## config.mk

```make
export PLATFORM = sky130hd
export DESIGN_NAME = arb_mux2_flat
export DESIGN_NICKNAME = d
export VERILOG_FILES = /design/src/rtl/arb_mux2_if.sv /design/src/rtl/arb_mux2.sv /design/src/flat_wrapper.sv
export SDC_FILE = /design/constraint.sdc
export NUM_CORES = 1
export LEC_CHECK = 0
export ABC_AREA = 1
export CAP_MARGIN = 10
export CORE_ASPECT_RATIO = 1.2
export CORE_MARGIN = 8
export CORE_UTILIZATION = 37
export DETAILED_ROUTE_END_ITERATION = 8
export PLACE_DENSITY = 0.8
export RECOVER_POWER = 50
export SETUP_SLACK_MARGIN = 0.15
export SYNTH_ARGS = -nofsm -noshare
export SYNTH_HDL_FRONTEND = slang
export SYNTH_SLANG_ARGS = --single-unit
```

## constraint.sdc

```tcl
create_clock -name clk -period 1.8 [get_ports clk]
set_clock_uncertainty 0.1 [all_clocks]
set_input_delay 0.36 -clock clk [delete_from_list [all_inputs] [get_ports clk]]
set_output_delay 0.36 -clock clk [all_outputs]
set_load 0.02 [all_outputs]
```

## src/rtl/arb_mux2_if.sv

```systemverilog
// Flit bus for the two-input packet arbiter/mux: two input ports, one registered
// output port, plus grant-holder id and lock status observed by the environment.
interface arb_mux2_if #(
    parameter int DATA_W = 32
);
    logic              in0_valid;
    logic [DATA_W-1:0] in0_data;
    logic              in0_last;
    logic              in0_ready;

    logic              in1_valid;
    logic [DATA_W-1:0] in1_data;
    logic              in1_last;
    logic              in1_ready;

    logic              out_valid;
    logic [DATA_W-1:0] out_data;
    logic              out_last;
    logic              out_ready;

    logic              cur_arb_id;
    logic              busy;

    // Environment side: sources the input flits and the downstream ready.
    modport master (
        output in0_valid, in0_data, in0_last,
        input  in0_ready,
        output in1_valid, in1_data, in1_last,
        input  in1_ready,
        input  out_valid, out_data, out_last,
        output out_ready,
        input  cur_arb_id, busy
    );

    // Arbiter side.
    modport slave (
        input  in0_valid, in0_data, in0_last,
        output in0_ready,
        input  in1_valid, in1_data, in1_last,
        output in1_ready,
        output out_valid, out_data, out_last,
        input  out_ready,
        output cur_arb_id, busy
    );
endinterface

```

## src/rtl/arb_mux2.sv

```systemverilog
// Two-input packet arbiter: grants one port per packet (last winner lowest priority),
// forwards its flits through a single registered output stage until the tail flit.
module arb_mux2 #(
    parameter int DATA_W = 32
) (
    input  logic        clk,
    input  logic        rst_n,
    arb_mux2_if.slave   bus
);

    // Handshakes: a flit moves on a rising edge when valid and ready are both high
    // in the preceding cycle; ready never depends on the same port's valid.

    typedef enum logic {
        IDLE = 1'b0,
        BUSY = 1'b1
    } state_t;

    state_t            state;
    state_t            state_nxt;
    logic              grant_q;
    logic              grant_nxt;

    logic              out_valid_q;
    logic [DATA_W-1:0] out_data_q;
    logic              out_last_q;

    logic [1:0]        req;
    logic              other;
    logic              winner;
    logic              take;
    logic              sel_valid;
    logic [DATA_W-1:0] sel_data;
    logic              sel_last;
    logic              accept;

    // Output stage can take a flit when empty or being drained this cycle.
    assign take = !out_valid_q || bus.out_ready;

    always_comb begin
        req       = {bus.in1_valid, bus.in0_valid};
        other     = ~grant_q;
        winner    = req[other] ? other : grant_q;
        sel_valid = grant_q ? bus.in1_valid : bus.in0_valid;
        sel_data  = grant_q ? bus.in1_data  : bus.in0_data;
        sel_last  = grant_q ? bus.in1_last  : bus.in0_last;
        accept    = (state == BUSY) && sel_valid && take;
    end

    always_comb begin
        state_nxt = state;
        grant_nxt = grant_q;
        case (state)
            IDLE: begin
                if (req != 2'b00) begin
                    grant_nxt = winner;
                    state_nxt = BUSY;
                end
            end
            BUSY: begin
                if (accept && sel_last) begin
                    state_nxt = IDLE;
                end
            end
            default: state_nxt = IDLE;
        endcase
    end

    always_ff @(posedge clk or negedge rst_n) begin
        if (!rst_n) begin
            state   <= IDLE;
            grant_q <= 1'b0;
        end else begin
            state   <= state_nxt;
            grant_q <= grant_nxt;
        end
    end

    // Output register drains on its own, regardless of the packet lock state.
    always_ff @(posedge clk or negedge rst_n) begin
        if (!rst_n) begin
            out_valid_q <= 1'b0;
            out_data_q  <= '0;
            out_last_q  <= 1'b0;
        end else if (accept) begin
            out_valid_q <= 1'b1;
            out_data_q  <= sel_data;
            out_last_q  <= sel_last;
        end else if (bus.out_ready) begin
            out_valid_q <= 1'b0;
        end
    end

    assign bus.in0_ready  = (state == BUSY) && !grant_q && take;
    assign bus.in1_ready  = (state == BUSY) &&  grant_q && take;
    assign bus.out_valid  = out_valid_q;
    assign bus.out_data   = out_data_q;
    assign bus.out_last   = out_last_q;
    assign bus.cur_arb_id = grant_q;
    assign bus.busy       = (state == BUSY);

endmodule

```

## src/flat_wrapper.sv

```systemverilog
// flat-port wrapper written by rule: the top's interface ports become plain ports
module arb_mux2_flat 
#(
    parameter int DATA_W = 32
)
  (clk, rst_n, bus_in0_valid, bus_in0_data, bus_in0_last, bus_in0_ready, bus_in1_valid, bus_in1_data, bus_in1_last, bus_in1_ready, bus_out_valid, bus_out_data, bus_out_last, bus_out_ready, bus_cur_arb_id, bus_busy);
  arb_mux2_if #(.DATA_W(DATA_W)) bus_i ();
  input  logic clk;
  input  logic rst_n;
  input wire logic [$bits(bus_i.in0_valid)-1:0] bus_in0_valid;
  input wire logic [$bits(bus_i.in0_data)-1:0] bus_in0_data;
  input wire logic [$bits(bus_i.in0_last)-1:0] bus_in0_last;
  output wire logic [$bits(bus_i.in0_ready)-1:0] bus_in0_ready;
  input wire logic [$bits(bus_i.in1_valid)-1:0] bus_in1_valid;
  input wire logic [$bits(bus_i.in1_data)-1:0] bus_in1_data;
  input wire logic [$bits(bus_i.in1_last)-1:0] bus_in1_last;
  output wire logic [$bits(bus_i.in1_ready)-1:0] bus_in1_ready;
  output wire logic [$bits(bus_i.out_valid)-1:0] bus_out_valid;
  output wire logic [$bits(bus_i.out_data)-1:0] bus_out_data;
  output wire logic [$bits(bus_i.out_last)-1:0] bus_out_last;
  input wire logic [$bits(bus_i.out_ready)-1:0] bus_out_ready;
  output wire logic [$bits(bus_i.cur_arb_id)-1:0] bus_cur_arb_id;
  output wire logic [$bits(bus_i.busy)-1:0] bus_busy;
  assign bus_i.in0_valid = bus_in0_valid;
  assign bus_i.in0_data = bus_in0_data;
  assign bus_i.in0_last = bus_in0_last;
  assign bus_in0_ready = bus_i.in0_ready;
  assign bus_i.in1_valid = bus_in1_valid;
  assign bus_i.in1_data = bus_in1_data;
  assign bus_i.in1_last = bus_in1_last;
  assign bus_in1_ready = bus_i.in1_ready;
  assign bus_out_valid = bus_i.out_valid;
  assign bus_out_data = bus_i.out_data;
  assign bus_out_last = bus_i.out_last;
  assign bus_i.out_ready = bus_out_ready;
  assign bus_cur_arb_id = bus_i.cur_arb_id;
  assign bus_busy = bus_i.busy;
  arb_mux2 #(.DATA_W(DATA_W)) u_core (.clk(clk), .rst_n(rst_n), .bus(bus_i));
endmodule
```

==> results of run 1 <==
-- through the flow --
| step | cells | hold slack (ns) | power, mW |
|---|---|---|---|
| final | 374 | 0.378 | 5.14 |
| after global routing | 374 | 0.399 | 5.53 |
| after CTS | 373 | 0.379 | 5.10 |
| after detailed placement | 364 | 0.216 | 4.65 |
| after global placement | 364 | 0.202 | 4.57 |
| after floorplan | 201 | -0.0356 | 3.31 |
-- cell families after synthesis --
kind of cell	share of synthesized area
flops	0.499
compound gates	0.216
simple gates	0.218
buf+inv	0.0672
-- layer usage --
layer	up-vias	GRT usage	part of all wire
met5	-	0	0
met4	0	0.0502	0.0098
met3	5	0.0533	0.084
met2	59	0.246	0.51
met1	810	0.166	0.40
li1	883	-	-
-- how the worst min path moves through the flow --
stage	startpoint	to	slack [ns]	cells after the start
after global placement	rst_n	u_core.bus.out_data[17]$_DFFE_PN0P_	0.20	1
after floorplan	rst_n	u_core.bus.busy$_DFF_PN0_	-0.04	0
final	u_core.bus.out_last$_DFFE_PN0P_	u_core.bus.out_last$_DFFE_PN0P_	0.38	2
after detailed placement	rst_n	u_core.bus.out_data[16]$_DFFE_PN0P_	0.22	1
after global routing	u_core.bus.out_last$_DFFE_PN0P_	u_core.bus.out_last$_DFFE_PN0P_	0.40	2
after CTS	u_core.bus.out_last$_DFFE_PN0P_	u_core.bus.out_last$_DFFE_PN0P_	0.38	2
-- placed cells by master, fill, tap and decap left out, types with 2 or more instances in the layout --
master | Yosys | final
nor3_2 | 0 | 2
clkdlybuf4s50_1 | 0 | 68
buf_4 | 1 | 6
o21ai_1 | 16 | 16
nand2_1 | 41 | 41
clkbuf_8 | 0 | 5
dfrtp_1 | 36 | 35
o21ai_0 | 35 | 35
or2_2 | 32 | 32
dlygate4sd2_1 | 0 | 37
buf_12 | 0 | 3
inv_1 | 4 | 2
o21ai_2 | 14 | 14
nand3_1 | 2 | 2
-- worst register-to-register path: cells and delay by family, from the launching register on --
family / cells / cell delay (ns)
buffers and inverters: 3 / 0.43
AND/OR/NAND/NOR: 4 / 0.35
flip-flops: 1 / 0.46
AO/OA/AOI/OAI: 1 / 0.07
-- sequential cells by signal (all words and copies together) (netlist names) --
register               flops
u_core.bus.busy            1
u_core.bus.out_last        1
u_core.bus.cur_arb_id      1
u_core.bus.out_data       32
u_core.bus.out_valid       1
-- power breakdown --
| part | switching (mW) | internal [mW] |
|---|---|---|
| Clock | 0.281 | 0.411 |
| Sequential | 0.206 | 1.22 |
| Combinational | 1.74 | 1.28 |
| Total | 2.22 | 2.91 |
-- cell type report --
class	count	area [µm²]	share of cell area
sequential	36	902	0.293
clock buffer	6	72.6	0.0236
timing repair buffer	119	1170	0.379
clock inverter	2	35.0	0.0114
inverter	4	17.5	0.00570
multi-input combinational	147	806	0.262
tap	60	75.1	0.0244
-- what timing repair did --
action | 4_1_cts | 5_1_grt
resized for setup | 52 | 6
buffers inserted | 0 | 0
pin swaps | 0 | 1
hold buffers | 1 | 0
hold endpoints to repair | 17 | 0
endpoints found under the setup margin | 72 | 34
cloned | 0 | 1
==> impl_metrics.env, run 1 <==
export IMPL_fill_cells=418
export IMPL_finalSetupTns_ns=0
export IMPL_crit_chain="buf_4, dlygate4sd2_1"
export IMPL_r2r_start="u_core.bus.cur_arb_id$_DFFE_PN0P_"
export IMPL_fin_util=0.636
export IMPL_async_reset_ff_frac=1.00
export IMPL_placed_cell_area_mm2=0.00295
export IMPL_p_per_area_mw_per_mm2=1670
export IMPL_drc=0
export IMPL_rrSetupSlack_ns=0.27
export IMPL_status="complete, no violations"
export IMPL_worstSetupPathType="reg -> out"
export IMPL_rr_worst_depth=8
export IMPL_cp_slowest_cell="dfrtp_1"
export IMPL_finalCritPeriodShare=0.887
export IMPL_layout_drive_gt1_share=0.236
export IMPL_rsz0062_at_grt="false"
export IMPL_synth_largest_area_cell="dfrtp_1"
export IMPL_relSlewSlack=0.692
export IMPL_crit_buf_inv=2
export IMPL_drt_iter0_markers=44
export IMPL_io_buffers=108
export IMPL_vias=1757
export IMPL_viasPerCell=4.70
export IMPL_clk_pin_slew_worst_paths_ns=0.07
export IMPL_netlist_instances=201
export IMPL_synthesis_nets=272
export IMPL_grt_pass1_wl_um=8680
export IMPL_ant_nets=0
export IMPL_wl_um=5620
export IMPL_antenna_cells=0
export IMPL_clock_latency_ns=0.28
export IMPL_drv_cap=0
export IMPL_gp_congestion=0.747
export IMPL_ys_types=19
export IMPL_fin_ws_ns=0.203
export IMPL_start_util=0.373
export IMPL_path_delay_family="buffers and inverters"
export IMPL_crit_path_end="bus_busy"
export IMPL_hpwl_um=4210
export IMPL_max_freq_mhz=626
export IMPL_cts_htree_levels=2
export IMPL_yosysMostFrequentCell="nand2_1"
export IMPL_leakagePower_nw=1.39
export IMPL_seq_area_frac_synth=0.499
export IMPL_end_kind="output port"
export IMPL_die_area_mm2=0.00738
export IMPL_start_kind="register"
export IMPL_synth_warnings=0
export IMPL_cts_tree="yes"
export IMPL_antenna_found_initial=0
export IMPL_hold_violations=0
export IMPL_hold_class="reg -> reg"
export IMPL_yosysTopAreaCellShare=0.499
export IMPL_rows=28
export IMPL_max_stage_delay_ns=0.39
export IMPL_avgSynthCellArea_um2=8.98
export IMPL_synth_area_leaders="dfrtp_1 50%, or2_2 11%, o21ai_0 9.7%, nand2_1 8.5%, o21ai_2 6.8%"
export IMPL_dp_slack_ns=-0.286
export IMPL_dominantRegCellSynth="dfrtp_1"
export IMPL_ios=109
export IMPL_grt_max_degree=35
export IMPL_cp_num_cells=2
export IMPL_synthesis_area_mm2=0.00181
export IMPL_grt_pass1_vias=1792
export IMPL_setup_viol=0
export IMPL_worst_slew_pin_slew_ns=0.461
export IMPL_cts_buffers=5
export IMPL_wl_per_cell_um=15.0
export IMPL_die_h_um=92.5
export IMPL_cp_max_fo=4
export IMPL_min_period_ns=1.60
export IMPL_die_w_um=79.8
export IMPL_ctsRootBufferMaster="clkbuf_8"
export IMPL_cts_path_max_buffers=2
export IMPL_nets=384
export IMPL_crit_arrival_ns=1.14
export IMPL_synthToLayoutAreaGrowth_pct=70.3
export IMPL_synth_edf_count=0
export IMPL_grt_usage=0.146
export IMPL_synth_seq_cells=36
export IMPL_finalInstanceArea_mm2=0.00307
export IMPL_slew_viol_final=0
export IMPL_reg2reg_to="u_core.bus.out_data[31]$_DFFE_PN0P_"
export IMPL_ir_drop_v=0.000960
export IMPL_grt_ovfl_total=0
export IMPL_core_mm2=0.00483
export IMPL_firstDrtPassIters=4
export IMPL_cp_startpoint="u_core.bus.busy$_DFF_PN0_"
export IMPL_cts_sinks=36
export IMPL_required_ns=1.34
export IMPL_yosys_top_cells_count="41 x nand2_1, 36 x dfrtp_1, 35 x o21ai_0"
Power figures use the tool's default switching activity.
==> inputs of run 2 (changes only) <==
--- a/config.mk
+++ b/config.mk
@@ -11,7 +11,8 @@
 export CORE_MARGIN = 8
 export CORE_UTILIZATION = 37
 export DETAILED_ROUTE_END_ITERATION = 8
-export PLACE_DENSITY = 0.8
+export GPL_TIMING_DRIVEN = 0
+export PLACE_DENSITY_LB_ADDON = 0.1
 export RECOVER_POWER = 50
 export SETUP_SLACK_MARGIN = 0.15
 export SYNTH_ARGS = -nofsm -noshare
==> run 2 against run 1 <==
Wire length rose by 3.5%. Global-route usage rose by 0.75 points. Non-clock buffer count rose by 10. Flip-flop and latch count did not move. Sequential share of layout area fell by 1.3 points. Count of clock-buffer cells in the layout rose by 2. Clock power fell by 16%. Critical path depth rose by 3. Final area rose by 4.5%. Combinational power rose by 14%. Critical endpoint is now bus_in0_ready. Largest cell class unchanged.
==> impl_metrics.env, run 2 (same netlist as run 1, synthesis figures left out) <==
export IMPL_die_w_um=79.8
export IMPL_p_switching_mw=2.34
export IMPL_pwr_share_comb=0.633
export IMPL_io_buffers=108
export IMPL_worstSetupPathType="reg -> out"
export IMPL_power_frac_clock=0.107
export IMPL_core_mm2=0.00483
export IMPL_clk_pin_slew_worst_paths_ns=0.07
export IMPL_final_common_cell="clkdlybuf4s50_1"
export IMPL_hold_violations=0
export IMPL_viasPerCell=4.63
export IMPL_rr_worst_depth=10
export IMPL_cts_sinks=36
export IMPL_grt_usage=0.154
export IMPL_final_cell_mix="69 x clkdlybuf4s50_1, 41 x nand2_1, 36 x dlygate4sd2_1, 36 x dfrtp_1, 32 x or2_2"
export IMPL_drt_iter0_markers=88
export IMPL_finalCritPeriodShare=0.973
export IMPL_grt_max_degree=37
export IMPL_start_kind="register"
export IMPL_cts_buffers=5
export IMPL_rrSetupSlack_ns=0.13
export IMPL_finalInstanceArea_mm2=0.00321
export IMPL_drv_cap=0
export IMPL_required_ns=1.34
export IMPL_layout_drive_gt1_share=0.265
export IMPL_gp_congestion=0.713
export IMPL_worst_slew_pin_slew_ns=0.900
export IMPL_slew_viol_final=0
export IMPL_ios=109
export IMPL_hold_class="in -> async"
export IMPL_end_kind="output port"
export IMPL_fill_cells=422
export IMPL_nets=394
export IMPL_start_util=0.373
export IMPL_largest_reg_flops=32
export IMPL_clock_latency_ns=0.28
export IMPL_antenna_cells=0
export IMPL_rsz0062_at_grt="true"
export IMPL_die_h_um=92.5
export IMPL_synthToLayoutAreaGrowth_pct=78.0
export IMPL_relSlewSlack=0.400
export IMPL_cts_path_max_buffers=2
export IMPL_setup_viol=0
export IMPL_grt_pass1_vias=1774
export IMPL_rows=28
export IMPL_crit_arrival_ns=1.29
export IMPL_intPower_mw=3.11
export IMPL_grt_ovfl_total=0
export IMPL_fin_ws_ns=0.0482
export IMPL_cts_tree="yes"
export IMPL_switching_share=0.429
export IMPL_cts_htree_levels=2
export IMPL_drc=0
export IMPL_leakagePower_nw=1.46
export IMPL_status="complete, no violations"
export IMPL_hpwl_um=4280
export IMPL_max_freq_mhz=571
export IMPL_antenna_found_initial=0
export IMPL_min_period_ns=1.75
export IMPL_cts_hold_buf=0
export IMPL_ctsRootBufferMaster="clkbuf_8"
export IMPL_placed_cell_area_mm2=0.00297
export IMPL_wl_um=5820
export IMPL_seqPwrFrac=0.260
export IMPL_grt_pass1_wl_um=9010
export IMPL_ir_drop_v=0.00103
export IMPL_dp_slack_ns=-0.320
export IMPL_seqCellArea_um2=901
export IMPL_vias=1779
export IMPL_die_area_mm2=0.00738
export IMPL_cp_max_fo=3
export IMPL_multi_input_area_um2=825
export IMPL_wl_per_cell_um=15.2
export IMPL_firstDrtPassIters=4
export IMPL_p_per_area_mw_per_mm2=1690
export IMPL_ant_nets=0
[run 2: cell types whose count changed in the layout (fill, tap and decap cells not counted), sizes merged]
cell / delta
bufinv: -1
dlygate4sd2: -1
clkinv: -1
clkbuf: +8
clkdlybuf4s50: +1
buf: +5
dlygate4sd3: -1
[run 2: cell type report]
cell class | instances | share of cell area
plain buffers | 14 | 0.0537
multi-input cells | 147 | 0.257
repair buffers | 115 | 0.353
inverters | 4 | 0.00467
flip-flops and latches | 36 | 0.280
clock buffers | 8 | 0.0280
well taps | 60 | 0.0234
[run 2: final timing paths]
path / from / endpoint
min reg2reg: u_core.bus.out_data[22]$_DFFE_PN0P_ / u_core.bus.out_data[22]$_DFFE_PN0P_
min: rst_n / u_core.bus.out_data[16]$_DFFE_PN0P_
max reg2reg: u_core.bus.cur_arb_id$_DFFE_PN0P_ / u_core.bus.out_data[23]$_DFFE_PN0P_
min in group clk: u_core.bus.out_data[22]$_DFFE_PN0P_ / u_core.bus.out_data[22]$_DFFE_PN0P_
max in group asynchronous: rst_n / u_core.bus.out_data[24]$_DFFE_PN0P_
max: u_core.bus.cur_arb_id$_DFFE_PN0P_ / bus_in0_ready
[run 2: stage by stage]
stage	hold slack (ns)	power, mW	TNS (ns)	instances	utilization
final	0.0948	5.44	0	384	0.665
after global routing	0.163	5.84	-0.00987	384	0.665
after CTS	0.0857	5.10	0	380	0.629
after detailed placement	0.367	4.73	-1.44	369	0.614
after global placement	0.364	4.69	-22.51	369	0.615
after floorplan	-0.0356	3.31	0	201	-
[run 2: critical path: stages (launching register included)]
cell     delay, ns
dfrtp_1       0.40
buf_4         0.14
buf_6         0.11
buf_8         0.11
nor3_4        0.11
buf_6         0.14
[run 2: repair_timing]
action	4_1_cts	5_1_grt
buffers inserted	3	1
setup endpoints to repair	38	34
pin swaps	2	3
gates resized for setup	51	37
gates cloned	0	3
[run 2: power by group through the flow]
stage / combinational [mW] / clock (mW) / sequential [mW]
after detailed placement: 3.29 / 0 / 1.44
final: 3.45 / 0.581 / 1.42
after CTS: 3.09 / 0.598 / 1.42
after floorplan: 1.38 / 0 / 1.93
after global placement: 3.26 / 0 / 1.43
after global routing: 3.74 / 0.636 / 1.46
[run 2: metal layers]
metal  share of wire  wire (µm)  track usage  vias up
li1                -          -            -      913
met1            0.40       2330        0.184      804
met2            0.51       2960        0.249       58
met3           0.085        492       0.0640        4
met4          0.0070         41       0.0365        0
met5               0          0            0        -
